<file path="src/rtl/vid_fx_ctrl.sv">
// rtl/vid_fx_ctrl.sv - Timing/control sequencer for the pixel-effect datapath (optional: VID_FX_CTRL_AUTOCYCLE_EN)
module vid_fx_ctrl #(
    parameter int LINE_WIDTH  = 1920,
    parameter int ADDR_WIDTH  = 11,
    parameter int RD_LEAD     = 2,
    parameter int DB_CYCLES   = 1000000,
    parameter int BRIGHT_DEF  = 100,
    parameter int BRIGHT_STEP = 5,
    parameter int BRIGHT_MIN  = 10,
`ifdef VID_FX_CTRL_AUTOCYCLE_EN
    parameter int BRIGHT_MAX  = 200,
    parameter int AUTO_FRAMES = 60
`else
    parameter int BRIGHT_MAX  = 200
`endif
) (
    input  logic                  clk,
    input  logic                  n_rst,
    input  logic                  i_vid_hsync,
    input  logic                  i_vid_vsync,
    input  logic                  i_vid_VDE,
    input  logic [3:0]            sw,
    input  logic [3:0]            btn,
    output logic [3:0]            o_mode,
    output logic [7:0]            o_bright,
    output logic                  o_lb_we,
    output logic [ADDR_WIDTH-1:0] o_lb_wr_addr,
    output logic [ADDR_WIDTH-1:0] o_lb_rd_addr,
    output logic [ADDR_WIDTH-1:0] o_x,
    output logic [10:0]           o_y,
    output logic                  o_win_valid,
    output logic                  o_frame_start,
    output logic                  o_overrun
);

    typedef enum logic [1:0] {S_WAIT, S_VBLANK, S_ACTIVE, S_HBLANK} state_t;

    localparam int DBW = $clog2(DB_CYCLES) + 1;

    state_t state, state_nx;
    logic   vs_d, de_d;
    logic   vs_rise, de_rise, de_fall;
    logic   pix, first_pix, line_end;
    logic   we_nx, ovr_set;
    logic [ADDR_WIDTH-1:0] x_nx, rd_nx;
    logic [ADDR_WIDTH:0]   rd_sum;
    logic [10:0]           y_nx;

    logic [2:0]     btn_s1, btn_s2, db_lvl, db_lvl_d, press;
    logic [DBW-1:0] db_cnt [3];
    logic [7:0]     bright_q, bright_nx;
    logic [8:0]     bright_dn, bright_up;

    // hsync carries no information beyond the VDE edges; btn[3] has no function
    logic unused_inputs;
    assign unused_inputs = i_vid_hsync ^ btn[3];

    assign vs_rise = i_vid_vsync & ~vs_d;
    assign de_rise = i_vid_VDE & ~de_d;
    assign de_fall = ~i_vid_VDE & de_d;

    always_ff @(posedge clk) begin
        if (!n_rst) begin
            state <= S_WAIT;
            vs_d  <= 1'b0;
            de_d  <= 1'b0;
        end else begin
            state <= state_nx;
            vs_d  <= i_vid_vsync;
            de_d  <= i_vid_VDE;
        end
    end

    always_comb begin
        state_nx = state;
        pix      = 1'b0;
        line_end = 1'b0;
        if (vs_rise) begin
            state_nx = S_VBLANK;
        end else begin
            case (state)
                S_VBLANK, S_HBLANK: begin
                    if (de_rise) begin
                        state_nx = S_ACTIVE;
                        pix      = 1'b1;
                    end
                end
                S_ACTIVE: begin
                    if (de_fall) begin
                        state_nx = S_HBLANK;
                        line_end = 1'b1;
                    end else if (i_vid_VDE) begin
                        pix = 1'b1;
                    end
                end
                default: state_nx = state;
            endcase
        end
    end

    assign first_pix = pix && (state != S_ACTIVE);

    // Column stops at the last buffer slot; further pixels are dropped and flagged
    always_comb begin
        x_nx    = o_x;
        we_nx   = 1'b0;
        ovr_set = 1'b0;
        if (vs_rise || line_end) begin
            x_nx = '0;
        end else if (pix) begin
            if (first_pix) begin
                x_nx  = '0;
                we_nx = 1'b1;
            end else if (o_x == ADDR_WIDTH'(LINE_WIDTH - 1)) begin
                ovr_set = 1'b1;
            end else begin
                x_nx  = o_x + 1'b1;
                we_nx = 1'b1;
            end
        end
    end

    always_comb begin
        y_nx = o_y;
        if (vs_rise)
            y_nx = '0;
        else if (line_end && (o_y != 11'd2047))
            y_nx = o_y + 11'd1;
    end

    assign rd_sum = {1'b0, x_nx} + (ADDR_WIDTH + 1)'(RD_LEAD);
    assign rd_nx  = (rd_sum >= (ADDR_WIDTH + 1)'(LINE_WIDTH))
                  ? ADDR_WIDTH'(rd_sum - (ADDR_WIDTH + 1)'(LINE_WIDTH))
                  : rd_sum[ADDR_WIDTH-1:0];

    always_ff @(posedge clk) begin
        if (!n_rst) begin
            o_x           <= '0;
            o_y           <= '0;
            o_lb_we       <= 1'b0;
            o_lb_wr_addr  <= '0;
            o_lb_rd_addr  <= '0;
            o_win_valid   <= 1'b0;
            o_frame_start <= 1'b0;
            o_overrun     <= 1'b0;
            o_bright      <= 8'(BRIGHT_DEF);
        end else begin
            o_x           <= x_nx;
            o_y           <= y_nx;
            o_lb_we       <= we_nx;
            o_lb_wr_addr  <= x_nx;
            o_lb_rd_addr  <= rd_nx;
            o_win_valid   <= we_nx && (o_y >= 11'd2) && (x_nx >= ADDR_WIDTH'(2));
            o_frame_start <= vs_rise;
            if (vs_rise)
                o_overrun <= 1'b0;
            else if (ovr_set)
                o_overrun <= 1'b1;
            if (vs_rise)
                o_bright <= bright_q;
        end
    end

`ifdef VID_FX_CTRL_AUTOCYCLE_EN
    localparam int FCW = $clog2(AUTO_FRAMES + 1);

    logic [FCW-1:0] fr_cnt;
    logic           auto_on;

    always_ff @(posedge clk) begin
        if (!n_rst) begin
            o_mode  <= '0;
            fr_cnt  <= '0;
            auto_on <= 1'b0;
        end else if (vs_rise) begin
            if (sw == 4'b1111) begin
                if (!auto_on) begin
                    auto_on <= 1'b1;
                    fr_cnt  <= '0;
                    o_mode  <= 4'd1;
                end else if (fr_cnt == FCW'(AUTO_FRAMES - 1)) begin
                    fr_cnt <= '0;
                    o_mode <= (o_mode == 4'd12) ? 4'd1 : o_mode + 4'd1;
                end else begin
                    fr_cnt <= fr_cnt + 1'b1;
                end
            end else begin
                auto_on <= 1'b0;
                fr_cnt  <= '0;
                o_mode  <= sw;
            end
        end
    end
`else
    always_ff @(posedge clk) begin
        if (!n_rst)
            o_mode <= '0;
        else if (vs_rise)
            o_mode <= sw;
    end
`endif

    // A level is accepted once the synchronised input has disagreed for DB_CYCLES samples in a row
    always_ff @(posedge clk) begin
        if (!n_rst) begin
            btn_s1   <= '0;
            btn_s2   <= '0;
            db_lvl   <= '0;
            db_lvl_d <= '0;
            for (int i = 0; i < 3; i++)
                db_cnt[i] <= '0;
        end else begin
            btn_s1   <= btn[2:0];
            btn_s2   <= btn_s1;
            db_lvl_d <= db_lvl;
            for (int i = 0; i < 3; i++) begin
                if (btn_s2[i] == db_lvl[i]) begin
                    db_cnt[i] <= '0;
                end else if (db_cnt[i] == DBW'(DB_CYCLES - 1)) begin
                    db_cnt[i] <= '0;
                    db_lvl[i] <= btn_s2[i];
                end else begin
                    db_cnt[i] <= db_cnt[i] + 1'b1;
                end
            end
        end
    end

    assign press     = db_lvl & ~db_lvl_d;
    assign bright_dn = {1'b0, bright_q} - 9'(BRIGHT_STEP);
    assign bright_up = {1'b0, bright_q} + 9'(BRIGHT_STEP);

    always_comb begin
        bright_nx = bright_q;
        if (press[0])
            bright_nx = 8'(BRIGHT_DEF);
        else if (press[1])
            bright_nx = (bright_dn[8] || (bright_dn < 9'(BRIGHT_MIN))) ? 8'(BRIGHT_MIN) : bright_dn[7:0];
        else if (press[2])
            bright_nx = (bright_up > 9'(BRIGHT_MAX)) ? 8'(BRIGHT_MAX) : bright_up[7:0];
    end

    always_ff @(posedge clk) begin
        if (!n_rst)
            bright_q <= 8'(BRIGHT_DEF);
        else
            bright_q <= bright_nx;
    end

endmodule

</file>
<file path="config.mk">
export PLATFORM = sky130hd
export DESIGN_NAME = vid_fx_ctrl
export DESIGN_NICKNAME = d
export VERILOG_FILES = /design/src/rtl/vid_fx_ctrl.sv
export SDC_FILE = /design/constraint.sdc
export NUM_CORES = 1
export LEC_CHECK = 0
export BUFFER_PORTS_ARGS = -buffer_cell sky130_fd_sc_hd__buf_2
export CORE_MARGIN = 3
export CORE_UTILIZATION = 35
export CTS_BUF_LIST = sky130_fd_sc_hd__clkbuf_4 sky130_fd_sc_hd__clkbuf_8 sky130_fd_sc_hd__clkbuf_16
export CTS_CLUSTER_SIZE = 14
export DETAILED_ROUTE_END_ITERATION = 7
export SLEW_MARGIN = 25
export SYNTH_ARGS = -nofsm -noshare
export SYNTH_HDL_FRONTEND = slang
export SYNTH_SLANG_ARGS = --single-unit
</file>
<file path="constraint.sdc">
create_clock -name clk -period 3.6 [get_ports clk]
set_clock_uncertainty 0.05 [all_clocks]
set_input_delay 0.72 -clock clk [delete_from_list [all_inputs] [get_ports clk]]
set_output_delay 0.72 -clock clk [all_outputs]
set_load 0.02 [all_outputs]
</file>
Yosys cells after proc, flatten, opt, wreduce, memory -nomap -nowiden --
Memory sizes are Yosys's and may differ from the RTL's. Index checks and enable logic that the tools add are counted.
Word-level totals: memory bits (writable) 63, register bits after elaboration 73, memories kept 1, output and inout port bits 60, logic and storage cells 161, input bits 13
Cells by class: reductions and logical operators 17, equality and inequality tests 16, $lt $le $gt $ge 5, multiplexer cells 72, bitwise logic cells 21, add/subtract/negate cells 9
Memory list:
- db_cnt | depth 3, width 21, rd ports 3, clocked after Yosys merged registers in 0, wr ports 3, RTL line 50 | logic [DBW-1:0] db_cnt [3];
Operators with widths (count):
- 21-bit two-way mux | 9
- 21-bit by 1-bit adder with 21-bit output, second input constant | 3
- 21-bit by 20-bit == test with 1-bit output, second input constant | 3
- 11-bit two-way mux | 5
- 1-bit two-way mux | 50
- 8-bit two-way mux | 4
- 11-bit by 1-bit adder with 11-bit output, second input constant | 2
- 11-bit by 2-bit >= comparator with 1-bit output, second input constant | 2
- 11-bit by 2-bit adder with 12-bit output, second input constant | 1
- 12-bit by 11-bit >= comparator with 1-bit output, second input constant | 1
- 11-bit == test, second input constant | 1
- 11-bit inequality test, second input constant | 1
- 11-bit subtractor, second input constant | 1
- 8-bit by 3-bit adder with 9-bit output, second input constant | 1
- 9-bit by 8-bit greater-than comparator with 1-bit output, second input constant | 1
- 9-bit by 4-bit less-than comparator with 1-bit output, second input constant | 1
- 1-bit bitwise OR | 9
- 8-bit by 3-bit subtractor with 9-bit output, second input constant | 1
- 1-bit NOT | 7
- 2-bit inequality test, second input constant | 3
- 3-bit inequality test, second input constant | 2
- 2-bit AND reduction | 3
- 3-bit AND reduction | 2
- 2-bit OR reduction | 3
- other kinds (13) | 24

Logic depth before layout (Yosys ltp) --
depth after elaboration 12, gate-level depth with buffers 15, mapped depth without buffers 13

Least setup slack after synthesis --
No wires, ideal clock.
kind input-to-reg, from in i_vid_VDE, to reg o_lb_rd_addr[8], path slack -3 ps, arrival 3434 ps, data required time 3431 ps, stages 13, path buffers 2, library setup time 119 ps, cells stage by stage clkbuf_2 -> and3b_1 -> nor3_1 -> o311ai_0 -> nand2_1 -> ha_1 -> nand2_1 -> a221oi_2 -> or3b_1 -> buf_2 -> xnor2_1 -> ha_1 -> o221a_2
Between the ends: word-level cells in the longest chain between the ends 12
Ends and longest elaborated chain:
- start: declaration | RTL line 21 | input logic i_vid_VDE,
- 1-bit NOT | RTL line 60 | assign de_fall = ~i_vid_VDE & de_d;
- 1-bit AND | RTL line 60
- 1-bit two-way mux | RTL line 89 | if (de_fall) begin
- 1-bit one-hot mux with 2 select lines | RTL line 81 | case (state)
- 1-bit two-way mux | RTL line 78 | if (vs_rise) begin
- 1-bit logical AND | RTL line 101 | assign first_pix = pix && (state != S_ACTIVE);
- 11-bit two-way mux | RTL line 111 | if (first_pix) begin
- 11-bit two-way mux | RTL line 110 | end else if (pix) begin
- 11-bit two-way mux * | RTL line 108 | if (vs_rise || line_end) begin
- named net x_nx[2] | RTL line 45 | logic [ADDR_WIDTH-1:0] x_nx, rd_nx;
- 11-bit by 2-bit adder with 12-bit output * | RTL line 131 | assign rd_sum = {1'b0, x_nx} + (ADDR_WIDTH + 1)'(RD_LEAD);
- 11-bit subtractor or 12-bit by 11-bit >= comparator with 1-bit output (tied branches) | RTL line 133, 132
- 11-bit two-way mux * | RTL line 133 | ? ADDR_WIDTH'(rd_sum - (ADDR_WIDTH + 1)'(LINE_WIDTH))
- end signal: assignment | RTL line 152 | o_lb_rd_addr <= rd_nx;
- end: declaration | RTL line 28 | output logic [ADDR_WIDTH-1:0] o_lb_rd_addr,
Mark *: on every way through the listed nets, which the timed path passes. The rest lies on a longest branch. A chain may end at the register's enable or synchronous reset.

Worst setup path after layout --
from reg o_x[9], to reg o_lb_rd_addr[8]
Between the ends: word-level cells in the longest chain between the ends 8
Ends and longest elaborated chain:
- start: declaration | RTL line 29 | output logic [ADDR_WIDTH-1:0] o_x,
- start signal: assignment | RTL line 148 | o_x <= x_nx;
- 11-bit == test * | RTL line 114 | end else if (o_x == ADDR_WIDTH'(LINE_WIDTH - 1)) begin
- 11-bit two-way mux * | RTL line 114
- 11-bit two-way mux * | RTL line 111
- 11-bit two-way mux * | RTL line 110
- 11-bit two-way mux * | RTL line 108
- named net x_nx[2] | RTL line 45
- 11-bit by 2-bit adder with 12-bit output * | RTL line 131
- 11-bit subtractor or 12-bit by 11-bit >= comparator with 1-bit output (tied branches) | RTL line 133, 132
- 11-bit two-way mux * | RTL line 133
Marked as above.

==> results by group <==
Setup path
  – CP Capture Point: o_lb_rd_addr[8]
  – CP Data Arrival Time: 3.48 ns
  – R2R setup slack: 0.37 ns
  – Cell chain of the critical path: nand4b_1 > nor3_1 > buf_4 > o311ai_0 > nand2_1 > ha_1 > nand2_1 > a221oi_2 > or3b_1 > xnor2_1 > ha_1 > o221a_2
  – Worst r2r src: o_x[9]
  – R2r endpoint: o_lb_rd_addr[8]
  – FF-to-FF path depth: 12
  – Crit Path Class: reg -> reg
  – CP startpoint: o_x[9]
  – Critical path's slowest cell: or3b_1
  – CP max FO: 10
  – Slowest stage delay, CP: 0.43 ns
  – Worst setup SP type: flop
  – Worst Path Required: 3.85 ns
  – Nature of the critical path endpoint: flop

STA
  – Fin. max-slew vios: 0
  – Final Hold Viols: 0
  – RSZ-0062 raised after global routing: no
  – Fmax: 310 MHz
  – Setup_tns: 0 ns
  – Actual slew at the worst max-slew pin: 0.912 ns
  – Period utilisation layout: 89.7%
  – Tmin final: 3.23 ns
  – Final setup viols: 0
  – Slew headroom: 38.6%

Yosys
  – Synth top area share: 26.6%
  – Top area cells in the synthesized netlist: edfxtp_1, dfxtp_1, nor2_1, xor2_1, xnor2_1
  – Ys async rst share: 0%
  – Post-synth top area cell: edfxtp_1
  – Post-synthesis sequential area ratio: 46.9%
  – Syn. warnings: 0
  – Post-synth cell types: 74
  – Yosys reg bits: 135
  – Post-Syn Area per Cell: 9.23 um^2
  – Post-synthesis instance total: 769
  – Mapped cell area: 7100 um^2
  – Post-synth EDFFs: 63
  – Most used DFF post-synth: dfxtp_1

Pwr
  – Leak: 3.28 nW
  – Switching Share: 21.9%
  – Pwr Density: 403 nW/um^2
  – Switching power: 0.000757 W
  – Seq pwr share: 48.7%
  – Gate power share: 3.8%
  – Int Pwr: 0.00270 W
  – Total power: 0.00345 W
  – Clk pwr share: 47.5%
  – Max VDD drop: 319 uV

Die
  – Die area: 22,000 um^2
  – Die height: 148 um
  – Ports: 73
  – Starting Density: 36.0%
  – Site Rows: 51
  – Core area: 19,700 um^2
  – Die Wd: 148 um

Global route
  – Largest net degree at the start of global routing: 28
  – Vias in the first global route: 5,445
  – First-pass GRT wire length: 26.3 mm
  – Global-route usage over all layers: 14.6%
  – Gr ovfl total: 0
  – Initial antenna violation count: 0

Routing
  – Post-Route WL: 15.6 mm
  – Pre-antenna DRT Iters: 4
  – WL/cell: 13.2 um
  – Starting DRT DRC Count: 311
  – Routed vias: 5,812
  – Routed vias/inst: 4.92
  – DRC: 0
  – ANT nets after route: 0

Clock tree
  – Post-cts gate resize count: 0
  – Clock insertion delay at the later pin of the skew report: 0.42 ns
  – Cts hold-fix bufs: 0
  – H-tree depth: 4
  – CTS tree: yes
  – Longest Clk Path Bufs: 2
  – CTS Root Cell: clkbuf_16
  – Worst-path clk slew: 0.06 ns
  – Clk sinks: 135
  – CTS buffer count: 17
  – Setup Buffers After CTS: 0

Final layout
  – Fillers: 1,942
  – ANT cells: 0
  – Area Growth Syn to Fin: 20.6%
  – Final nets: 929
  – Layout cells sized above 1: 15.2%

Place
  – GPL Wtd Cong: 0.855
  – Detail Placement HPWL: 11.4 mm
  – PortBufs: 70

Flow run
  – Max_cap viols: 0

Worst hold path
  – Hold Crit Class: reg -> reg
  – Hold Crit Start: btn_s1[1]

Status
  – Status: finished, final reports clean
routing by layer:
layer  share of wire, %  routed length [um]  up-vias  track usage, %
li1                   -                   -     2982               -
met1                 48                7430     2683            19.4
met2                 46                7190      132            23.4
met3                4.5                 710       15            3.20
met4                1.8                 288        0            5.36
met5                  0                   0        -               0
registers in the layout, summed over array words and instances (netlist names), 4 cells and up:
register,cells
o_bright,8
o_x,10
o_lb_rd_addr,11
o_y,11
o_mode,4
bright_q,8
db_cnt,63
final cells by class:
cell class              instances  area [um^2]  area share, %
multi-input cells             632         3710           43.3
flip-flops and latches        135         3330           38.9
repair buffers                 96          546           6.37
clock buffers                  21          468           5.46
well taps                     265          332           3.87
clock inverters                11         98.8           1.15
inverters                      21         78.8          0.921
synth_stat cells, drive strengths merged (6+ instances only):
| cell type | n |
|---|---|
| a21oi | 27 |
| a22o | 7 |
| a31oi | 9 |
| and2 | 15 |
| and3 | 19 |
| buf | 17 |
| clkbuf | 26 |
| dfxtp | 72 |
| edfxtp | 63 |
| ha | 13 |
| inv | 20 |
| nand2 | 49 |
| nand3 | 43 |
| nand4 | 18 |
| nor2 | 125 |
| nor3 | 19 |
| nor4 | 15 |
| o21ai | 30 |
| o31ai | 6 |
| or3 | 14 |
| xnor2 | 33 |
| xor2 | 38 |
how the worst min path moves through the flow:
| stage | to | cells past startpoint |
|---|---|---|
| after floorplan | btn_s2[0] | 1 |
| after global placement | btn_s2[0] | 1 |
| after detailed placement | btn_s2[1] | 1 |
| after CTS | btn_s2[1] | 1 |
| after global routing | btn_s2[1] | 1 |
| final | btn_s2[1] | 1 |
per-stage QoR:
step           hold slack [ns]  utilization [%]  cells  worst slack (ns)  cell area [um^2]
2_1_floorplan            0.362                -    831            0.0777              7340
3_3_place_gp             0.364             40.6   1149             0.187              8000
3_5_place_dp             0.369             40.6   1149             0.174              8000
4_1_cts                  0.386             43.4   1181             0.391              8560
5_1_grt                  0.391             43.4   1181            0.0544              8560
6_report                 0.380             43.4   1181             0.371              8560
worst max-delay path, delay by kind of cell (launching register included):
| family | cells | cell delay, ns |
|---|---|---|
| simple gates | 5 | 1.11 |
| flops | 1 | 0.41 |
| buf+inv | 1 | 0.21 |
| compound gates | 3 | 0.68 |
| fa+ha+maj | 2 | 0.49 |
| xor+xnor | 1 | 0.15 |
power groups by stage:
| stage | clock (W) | combinational [W] | sequential, W |
|---|---|---|---|
| final | 0.00164 | 0.000130 | 0.00168 |
| after global routing | 0.00176 | 0.000148 | 0.00169 |
| after CTS | 0.00169 | 0.000130 | 0.00168 |
| after detailed placement | 0 | 0.000130 | 0.00172 |
| after global placement | 0 | 0.000130 | 0.00171 |
| after floorplan | 0 | 0.0000881 | 0.00171 |
kinds of logic (layout without fill, tap and decap cells):
family                   after synthesis  in the layout  share of synthesized area, %
AND/OR/NAND/NOR                      353            353                          24.7
flip-flops                           135            135                          46.9
AO/OA/AOI/OAI                        129            129                          12.6
XOR/XNOR                              71             71                          8.76
buffers and inverters                 64            149                          4.19
adder cells (fa/ha/maj)               13             13                          2.29
multiplexers                           3              3                         0.423
other                                  1             63                        0.0528
layout by cell type (no fill, tap or decap), drive strengths merged, types with 18 or more instances in the layout:
cell type / count
nor2: 125
buf: 96
dfxtp: 72
edfxtp: 63
conb: 63
nand2: 49
nand3: 43
xor2: 38
xnor2: 33
o21ai: 30
a21oi: 27
inv: 22
clkbuf: 21
and3: 19
nor3: 19
nand4: 18
Power figures use the tool's default switching activity.
